## config.mk

```make
export PLATFORM = sky130hd
export DESIGN_NAME = csr_file_m
export DESIGN_NICKNAME = d
export VERILOG_FILES = /design/src/rtl/csr_file_m.sv
export SDC_FILE = /design/constraint.sdc
export NUM_CORES = 1
export LEC_CHECK = 0
export BUFFER_PORTS_ARGS = -buffer_cell sky130_fd_sc_hd__buf_2
export CAP_MARGIN = 20
export CELL_PAD_IN_SITES_DETAIL_PLACEMENT = 0
export CELL_PAD_IN_SITES_GLOBAL_PLACEMENT = 1
export CORE_ASPECT_RATIO = 0.6
export CORE_MARGIN = 8
export CORE_UTILIZATION = 32
export CTS_CLUSTER_SIZE = 25
export DETAILED_ROUTE_END_ITERATION = 10
export PLACE_DENSITY_LB_ADDON = 0.1
export SKIP_LAST_GASP = 1
export SYNTH_ARGS = -nofsm -noshare
export SYNTH_HDL_FRONTEND = slang
export SYNTH_SLANG_ARGS = --single-unit
```

## constraint.sdc

```tcl
create_clock -name clk -period 5.6 [get_ports clk]
set_input_delay 0.28 -clock clk [delete_from_list [all_inputs] [get_ports clk]]
set_output_delay 0.28 -clock clk [all_outputs]
set_load 0.02 [all_outputs]
```

## src/rtl/csr_file_m.sv

```systemverilog
// csr_file_m -- machine-mode CSR file.
//   CSR read/write/set/clear, trap entry/exit bookkeeping, prioritised
//   interrupt selection and direct/vectored mtvec dispatch.
// Optional feature macro: CSR_COUNTERS_EN adds 64-bit mcycle (B00/B80) and
//   minstret (B02/B82); without it those addresses are illegal.
// Ports:
//   clk, reset                 core clock, synchronous active-high reset
//   csr_addr/op/wdata          CSR access (op: 00 none, 01 write, 10 set, 11 clear)
//   csr_rdata, csr_illegal     old CSR value for rd / access to unimplemented CSR
//   irq_msip/mtip/meip/local   interrupt levels, registered into mip
//   exc_valid/code/tval        synchronous exception
//   int_ack                    core takes the requested interrupt
//   trap_pc                    PC saved to mepc on trap
//   mret, instr_retire         trap return / retirement pulse
//   int_req, trap_vector       interrupt request and trap target PC
//   mepc_out                   mret target
module csr_file_m #(
  parameter int          NUM_LOCAL_IRQ = 16,
  parameter logic [31:0] MTVEC_RESET   = 32'h0000_0000,
  parameter bit          VECTORED      = 1'b1
) (
  input  logic        clk,
  input  logic        reset,
  input  logic [11:0] csr_addr,
  input  logic [1:0]  csr_op,
  input  logic [31:0] csr_wdata,
  output logic [31:0] csr_rdata,
  output logic        csr_illegal,
  input  logic        irq_msip,
  input  logic        irq_mtip,
  input  logic        irq_meip,
  input  logic [(NUM_LOCAL_IRQ > 0 ? NUM_LOCAL_IRQ : 1)-1:0] irq_local,
  input  logic        exc_valid,
  input  logic [4:0]  exc_code,
  input  logic [31:0] exc_tval,
  input  logic        int_ack,
  input  logic [31:0] trap_pc,
  input  logic        mret,
  input  logic        instr_retire,
  output logic        int_req,
  output logic [31:0] trap_vector,
  output logic [31:0] mepc_out
);

  localparam logic [1:0] OP_NONE = 2'b00, OP_WRITE = 2'b01, OP_SET = 2'b10;

  function automatic logic [31:0] irq_mask_f();
    logic [31:0] m;
    m = 32'h0000_0888;
    for (int i = 0; i < NUM_LOCAL_IRQ; i++) m[16+i] = 1'b1;
    return m;
  endfunction

  localparam logic [31:0] IRQ_MASK  = irq_mask_f();
  // bit1 of mtvec never stored; bit0 only when vectored mode is supported
  localparam logic [31:0] TVEC_MASK = VECTORED ? 32'hFFFF_FFFD : 32'hFFFF_FFFC;

  logic        mstatus_mie_q, mstatus_mie_d;
  logic        mstatus_mpie_q, mstatus_mpie_d;
  logic [31:0] mie_q, mie_d;
  logic [31:0] mip_q, mip_d;
  logic [31:0] mtvec_q, mtvec_d;
  logic [31:0] mscratch_q, mscratch_d;
  logic [31:0] mepc_q, mepc_d;
  logic [31:0] mcause_q, mcause_d;
  logic [31:0] mtval_q, mtval_d;
`ifdef CSR_COUNTERS_EN
  logic [63:0] mcycle_q, mcycle_d;
  logic [63:0] minstret_q, minstret_d;
`else
  logic unused_retire;
  assign unused_retire = instr_retire;
`endif

  logic [31:0] mstatus_rv;
  logic        addr_ok;
  logic [31:0] wval;
  logic        csr_en;
  logic [31:0] pend;
  logic [4:0]  int_cause;
  logic        take_int;
  logic [31:0] tvec_base;

  assign mstatus_rv = 32'h0000_1800 | {24'b0, mstatus_mpie_q, 3'b0, mstatus_mie_q, 3'b0};

  // Read mux / address decode
  always_comb begin
    csr_rdata = 32'h0;
    addr_ok   = 1'b1;
    case (csr_addr)
      12'h300: csr_rdata = mstatus_rv;
      12'h304: csr_rdata = mie_q;
      12'h305: csr_rdata = mtvec_q;
      12'h340: csr_rdata = mscratch_q;
      12'h341: csr_rdata = mepc_q;
      12'h342: csr_rdata = mcause_q;
      12'h343: csr_rdata = mtval_q;
      12'h344: csr_rdata = mip_q;
`ifdef CSR_COUNTERS_EN
      12'hB00: csr_rdata = mcycle_q[31:0];
      12'hB80: csr_rdata = mcycle_q[63:32];
      12'hB02: csr_rdata = minstret_q[31:0];
      12'hB82: csr_rdata = minstret_q[63:32];
`endif
      default: addr_ok = 1'b0;
    endcase
  end

  assign csr_illegal = (csr_op != OP_NONE) && !addr_ok;

  always_comb begin
    case (csr_op)
      OP_WRITE: wval = csr_wdata;
      OP_SET:   wval = csr_rdata | csr_wdata;
      default:  wval = csr_rdata & ~csr_wdata;
    endcase
  end

  // Interrupt selection: later assignments win, so lowest priority goes first
  always_comb begin
    pend      = mip_q & mie_q;
    int_cause = 5'd0;
    for (int i = 0; i < NUM_LOCAL_IRQ; i++)
      if (pend[16+i]) int_cause = 5'(16 + i);
    if (pend[7])  int_cause = 5'd7;
    if (pend[3])  int_cause = 5'd3;
    if (pend[11]) int_cause = 5'd11;
  end

  assign int_req   = mstatus_mie_q && (pend != 32'h0);
  assign take_int  = int_ack && int_req;
  assign tvec_base = {mtvec_q[31:2], 2'b00};
  assign trap_vector = (!exc_valid && mtvec_q[0]) ? tvec_base + {25'b0, int_cause, 2'b00}
                                                  : tvec_base;
  assign mepc_out = mepc_q;

  // Set/clear with zero operand is a pure read; traps and mret suppress CSR writes
  assign csr_en = (csr_op != OP_NONE) && addr_ok && ((csr_op == OP_WRITE) || (csr_wdata != 32'h0))
                  && !exc_valid && !take_int && !mret;

  always_comb begin
    mstatus_mie_d  = mstatus_mie_q;
    mstatus_mpie_d = mstatus_mpie_q;
    mie_d          = mie_q;
    mtvec_d        = mtvec_q;
    mscratch_d     = mscratch_q;
    mepc_d         = mepc_q;
    mcause_d       = mcause_q;
    mtval_d        = mtval_q;
    mip_d          = 32'h0;
    mip_d[3]       = irq_msip;
    mip_d[7]       = irq_mtip;
    mip_d[11]      = irq_meip;
    for (int i = 0; i < NUM_LOCAL_IRQ; i++) mip_d[16+i] = irq_local[i];
`ifdef CSR_COUNTERS_EN
    mcycle_d   = mcycle_q + 64'd1;
    minstret_d = minstret_q + {63'b0, instr_retire};
`endif

    if (exc_valid || take_int) begin
      mepc_d         = {trap_pc[31:2], 2'b00};
      mstatus_mpie_d = mstatus_mie_q;
      mstatus_mie_d  = 1'b0;
      mcause_d       = exc_valid ? {27'b0, exc_code} : {1'b1, 26'b0, int_cause};
      mtval_d        = exc_valid ? exc_tval : 32'h0;
    end else if (mret) begin
      mstatus_mie_d  = mstatus_mpie_q;
      mstatus_mpie_d = 1'b1;
    end else if (csr_en) begin
      case (csr_addr)
        12'h300: begin
          mstatus_mie_d  = wval[3];
          mstatus_mpie_d = wval[7];
        end
        12'h304: mie_d      = wval & IRQ_MASK;
        12'h305: mtvec_d    = wval & TVEC_MASK;
        12'h340: mscratch_d = wval;
        12'h341: mepc_d     = {wval[31:2], 2'b00};
        12'h342: mcause_d   = wval;
        12'h343: mtval_d    = wval;
`ifdef CSR_COUNTERS_EN
        // A written half replaces the whole counter update for that cycle
        12'hB00: mcycle_d   = {mcycle_q[63:32], wval};
        12'hB80: mcycle_d   = {wval, mcycle_q[31:0]};
        12'hB02: minstret_d = {minstret_q[63:32], wval};
        12'hB82: minstret_d = {wval, minstret_q[31:0]};
`endif
        default: ;
      endcase
    end
  end

  always_ff @(posedge clk) begin
    if (reset) begin
      mstatus_mie_q  <= 1'b0;
      mstatus_mpie_q <= 1'b0;
      mie_q          <= 32'h0;
      mip_q          <= 32'h0;
      mtvec_q        <= MTVEC_RESET & TVEC_MASK;
      mscratch_q     <= 32'h0;
      mepc_q         <= 32'h0;
      mcause_q       <= 32'h0;
      mtval_q        <= 32'h0;
`ifdef CSR_COUNTERS_EN
      mcycle_q       <= 64'h0;
      minstret_q     <= 64'h0;
`endif
    end else begin
      mstatus_mie_q  <= mstatus_mie_d;
      mstatus_mpie_q <= mstatus_mpie_d;
      mie_q          <= mie_d;
      mip_q          <= mip_d;
      mtvec_q        <= mtvec_d;
      mscratch_q     <= mscratch_d;
      mepc_q         <= mepc_d;
      mcause_q       <= mcause_d;
      mtval_q        <= mtval_d;
`ifdef CSR_COUNTERS_EN
      mcycle_q       <= mcycle_d;
      minstret_q     <= minstret_d;
`endif
    end
  end

endmodule

```

# Word-level counts from Yosys, hierarchy flattened
# Index checks and enable logic that the tools add are counted.
[word_totals] word_cells=108 inputBits=140 latchBits=0 n_memories=0 output_inout_bits=98 romBits=0 ff_bits=210 mem_bits_rw=0
[classes] mux=44 add_sub_neg=1 bitwise=6 magnitude_cmp=0 multipliers=0 div_mod_pow=0 shift=0 n_reduce_logical=36 eq_ne=11
[op_table] op="$mux W32" count=15
[op_table] op="$pmux W32 S8" count=1
[op_table] op="$eq A12 B10 Y1 const B" count=8
[op_table] op="$mux W5" count=19
[op_table] op="$and A32 B32 Y32" count=2
[op_table] op="$pmux W32 S2" count=1
[op_table] op="$reduce_bool A32 Y1" count=2
[op_table] op="$add A32 B7 Y32" count=1
[op_table] op="$not A32 Y32" count=1
[op_table] op="$or A32 B32 Y32" count=1
[op_table] op="$reduce_bool A2 Y1" count=7
[op_table] op="$reduce_and A4 Y1" count=3
[op_table] op="$logic_and A1 B1 Y1" count=9
[op_table] op="$reduce_and A3 Y1" count=3
[op_table] op="$mux W1" count=8
[op_table] op="$reduce_or A8 Y1" count=1
[op_table] op="$reduce_bool A3 Y1" count=2
[op_table] op="$logic_not A1 Y1" count=4
[op_table] op="$reduce_and A2 Y1" count=2
[op_table] op="$eq A2 B1 Y1 const B" count=1
[op_table] op="$eq A2 B2 Y1 const B" count=1
[op_table] op="$logic_or A1 B1 Y1" count=2
[op_table] op="$ne A2 B1 Y1 const B" count=1
[op_table] op="$not A1 Y1" count=2
[op_table] op="$reduce_or A2 Y1" count=1

# Longest topological paths before layout
[logic_depth] ltp_word=22 mapped_depth=16 mapped_depth_nobuf=15

# Least setup slack after synthesis
# Ideal clock, no wire load.
[synth_timing] path_kind="reg2out" from="reg mie_q[25]" to="out trap_vector[24]" slack_ns=2.321 t_arrival_ns=2.999 required_time_ns=5.320 path_stages_with_launch=17 n_path_buf=1 path_cell_list="dfxtp_1 -> nand2_1 -> a32o_1 -> nand2_1 -> nand3_1 -> o2111ai_1 -> ha_1 -> inv_1 -> fa_1 -> nor2b_1 -> o21a_1 -> o21a_1 -> o21ba_2 -> clkbuf_1 -> nand3_1 -> nor2_1 -> xor2_1"
[synth_between] elab_chain_cells=13
[synth_rtl] element="start: declaration" line="60" rtl="logic [31:0] mie_q, mie_d;"
[synth_rtl] element="start signal: assignment" line="211" rtl="mie_q <= mie_d;"
[synth_rtl] element="$and A32 B32 Y32" line="121" rtl="pend = mip_q & mie_q;"
[synth_rtl] element="$mux W5 (7 in a row)" line="124" rtl="if (pend[16+i]) int_cause = 5'(16 + i);"
[synth_rtl] element="$mux W5" line="125" rtl="if (pend[7]) int_cause = 5'd7;"
[synth_rtl] element="$mux W5" line="126" rtl="if (pend[3]) int_cause = 5'd3;"
[synth_rtl] element="$mux W5" line="127" rtl="if (pend[11]) int_cause = 5'd11;"
[synth_rtl] element="$add A32 B7 Y32" line="133" rtl="assign trap_vector = (!exc_valid && mtvec_q[0]) ? tvec_base + {25'b0, int_cause, 2'b00}"
[synth_rtl] element="$mux W32" line="133"
[synth_rtl] element="end: declaration" line="41" rtl="output logic [31:0] trap_vector,"
# No other way between the ends.

# Final worst setup path
[layout_timing] from="reg mip_q[25]" to="out trap_vector[26]"
[layout_between] elab_chain_cells=13
[layout_rtl] element="start: declaration" line="61" rtl="logic [31:0] mip_q, mip_d;"
[layout_rtl] element="start signal: assignment" line="212" rtl="mip_q <= mip_d;"
[layout_rtl] element="$and A32 B32 Y32" line="121"
[layout_rtl] element="$mux W5 (7 in a row)" line="124"
[layout_rtl] element="$mux W5" line="125"
[layout_rtl] element="$mux W5" line="126"
[layout_rtl] element="$mux W5" line="127"
[layout_rtl] element="$add A32 B7 Y32" line="133"
[layout_rtl] element="$mux W32" line="133"
# No other way between the ends.

==> results.sh <==
export IMPL_critPathRequiredTime_ns=5.32
export IMPL_grt_start_max_net_pins=98
export IMPL_fp_dieW_um=261
export IMPL_fin_cells=2101
export IMPL_dr_pass1_iters=6
export IMPL_design_portCount=238
export IMPL_peakVddDrop_v=0.000230
export IMPL_dp_hpwl_um=38300
export IMPL_start_util_pct=32.7
export IMPL_synthTopCellsByCount="nand2_1, dfxtp_1, a21oi_1"
export IMPL_clk_latency_ns=0.46
export IMPL_fillers=3810
export IMPL_seq_area_frac_synth_pct=34.2
export IMPL_drc=0
export IMPL_viasPerCell=5.66
export IMPL_crit_path_end_kind="output pin"
export IMPL_yosysWarnings=0
export IMPL_final_nets=1770
export IMPL_gr_total_overflow=0
export IMPL_finalHoldViolCount=0
export IMPL_synth_top_cell_area_share_pct=34.2
export IMPL_via_count=11900
export IMPL_tritoncts="built"
export IMPL_ys_ff_latch=197
export IMPL_wl_per_cell_um=24.8
export IMPL_ant_nets=0
export IMPL_std_cell_rows=53
export IMPL_clk_pin_slew_worst_paths_ns=0.07
export IMPL_core_region_area_um2=35200
export IMPL_area_delta_synth_final_pct=17.5
export IMPL_maxCapViolCount=0
export IMPL_drt_wl_total_um=52100
export IMPL_p_int_mw=2.29
export IMPL_place_area_um2=12900
export IMPL_dpl_cell_count=2067
export IMPL_clock_skew_ns=0.00931
export IMPL_root_buffer="clkbuf_16"
export IMPL_max_stage_delay_ns=0.62
export IMPL_period_needed_ns=4.55
export IMPL_whs_ns=0.0233
export IMPL_critical_path_buf_inv_count=2
export IMPL_rsz0062_at_grt="false"
export IMPL_regArea_um2=3940
export IMPL_worst_slew_pin_slew_ns=1.08
export IMPL_syn_area_per_cell_um2=7.87
export IMPL_slowest_stage="o2111ai_1"
export IMPL_cts_buffers=17
export IMPL_arrival_ns=4.27
export IMPL_die_area_um2=42500
export IMPL_max_freq_mhz=220
export IMPL_cts_htree_levels=4
export IMPL_synth_most_common_cell="nand2_1"
export IMPL_crit_fanout=9
export IMPL_yosys_most_used_dff="dfxtp_1"
export IMPL_pwr_share_clk_pct=40.2
export IMPL_die_height_um=163
export IMPL_clk_path_buf_depth=2
export IMPL_power_per_cell_area_nw_per_um2=242
export IMPL_drt_initial_drc_count=1190
export IMPL_layout_drive_gt1_share_pct=23.0
export IMPL_p_comb_share_pct=14.9
export IMPL_grt_pass1_vias=11800
export IMPL_cts_setup_buffers=0
export IMPL_crit_type="flop to output pin"
export IMPL_ys_async_sr_fraction_pct=0
export IMPL_hold_class="primary input to flop"
export IMPL_io_buffer_count=230
export IMPL_power_leakage_nw=5.01
export IMPL_cts_hold_buf=0
export IMPL_yosysUniqueCellTypes=84
export IMPL_sw_frac_of_total_pct=30.1
export IMPL_period_share_pct=81.3
export IMPL_path_cells="nand2_1, a32o_1, nand2_1, nand3_1, o2111ai_1, ha_1, inv_1, fa_1, nor2b_1, o21a_1, o21a_1, o21ba_2, nand3_1, nor2_1, xor2_1, buf_2"
export IMPL_fin_area_um2=13500
export IMPL_slew_viol_final=0
export IMPL_tns_ns=0
export IMPL_synthCells=1465
export IMPL_p_seq_share_pct=44.9
export IMPL_synth_edf_count=0
export IMPL_grt_pass1_wl_um=77500
export IMPL_clock_sinks=197
export IMPL_multiInputGateArea_um2=6900
export IMPL_p_switching_uw=985
export IMPL_status="complete, no violations"
export IMPL_start_kind="flop"
export IMPL_antenna_found_initial=2
export IMPL_grt_total_usage_pct=24.0
export IMPL_yosysTopAreaCell="dfxtp_1"
export IMPL_max_slew_margin_pct=27.0
export IMPL_synthTopCellsByArea="dfxtp_1, nand2_1, a21oi_1, nor2_1, a221oi_1"
export IMPL_netlist_area_um2=11500
export IMPL_crit_family="compound AO/OA/AOI/OAI gates"
export IMPL_gp_congestion=0.880
export IMPL_setup_viol=0
export IMPL_post_cts_resized=0
layer usage:
metal | routed length, um | GRT usage, % | share of wire (%)
met1 | 23600 | 33.1 | 45
met2 | 23700 | 38.1 | 45
met3 | 3840 | 4.81 | 7.4
met4 | 982 | 6.16 | 1.9
met5 | 29 | 0 | 0.056
area by class of cell:
class / count / area share [%]
clock buffer: 20 / 3.37
multi-input combinational: 1117 / 51.0
tap: 467 / 4.32
antenna: 1 / 0.0185
sequential: 197 / 29.1
inverter: 25 / 0.693
clock inverter: 11 / 1.04
timing repair buffer: 263 / 10.5
path summary, 6_finish.rpt:
check,from,to,slack (ns),cells after the start
hold / removal,irq_local[0],mip_q[16],0.02,2
hold reg to reg,mscratch_q[20],mscratch_q[20],0.45,2
setup / recovery,mip_q[25],trap_vector[26],1.05,16
setup reg to reg,mip_q[28],mcause_q[31],1.88,8
stage by stage:
stage / util (%) / setup WS (ns) / power, mW
global placement: 36.7 / 1.65 / 1.99
floorplan: - / 2.32 / 1.79
detailed placement: 36.7 / 1.60 / 1.99
global route: 38.4 / 0.732 / 3.40
CTS: 38.4 / 1.09 / 3.30
finish: 38.4 / 1.05 / 3.28
kinds of logic after synthesis:
kind of cell / share of synthesized area [%]
AO/OA/AOI/OAI: 23.8
adder cells (fa/ha/maj): 1.04
flip-flops: 34.2
XOR/XNOR: 2.05
buffers and inverters: 6.33
multiplexers: 6.20
AND/OR/NAND/NOR: 26.3
other: 0.0325
flip-flops by register name, indices dropped and copies added (netlist names):
register        cells
mstatus_mie_q       1
mscratch_q         32
mtval_q            32
mepc_out           30
mip_q              19
mtvec_q            31
mstatus_mpie_q      1
mie_q              19
mcause_q           32
power by group through the flow:
| stage | sequential [mW] | combinational (mW) | clock, mW |
|---|---|---|---|
| floorplan | 1.51 | 0.273 | 0 |
| global placement | 1.51 | 0.483 | 0 |
| detailed placement | 1.51 | 0.486 | 0 |
| CTS | 1.47 | 0.487 | 1.34 |
| global route | 1.48 | 0.523 | 1.40 |
| finish | 1.47 | 0.488 | 1.32 |
cell usage in the layout, fill, tap and decap left out, types with 11 or more instances in the layout:
master / Yosys / routed
a221oi_1: 32 / 32
o21ai_0: 14 / 14
o221ai_1: 14 / 14
inv_1: 24 / 23
xnor2_1: 15 / 15
mux2i_1: 20 / 20
xor2_1: 12 / 12
nor4_1: 11 / 11
nand2_1: 289 / 289
clkbuf_16: 0 / 17
nand3_1: 43 / 43
buf_4: 8 / 31
a211oi_1: 31 / 31
a22oi_1: 25 / 25
nor3_1: 46 / 46
buf_2: 42 / 229
nand4_1: 38 / 38
mux2_2: 21 / 21
a211oi_2: 19 / 19
nor2b_1: 34 / 33
nor2_1: 118 / 118
dfxtp_1: 197 / 197
a21oi_1: 180 / 180
(Power assumes the default switching activity.)
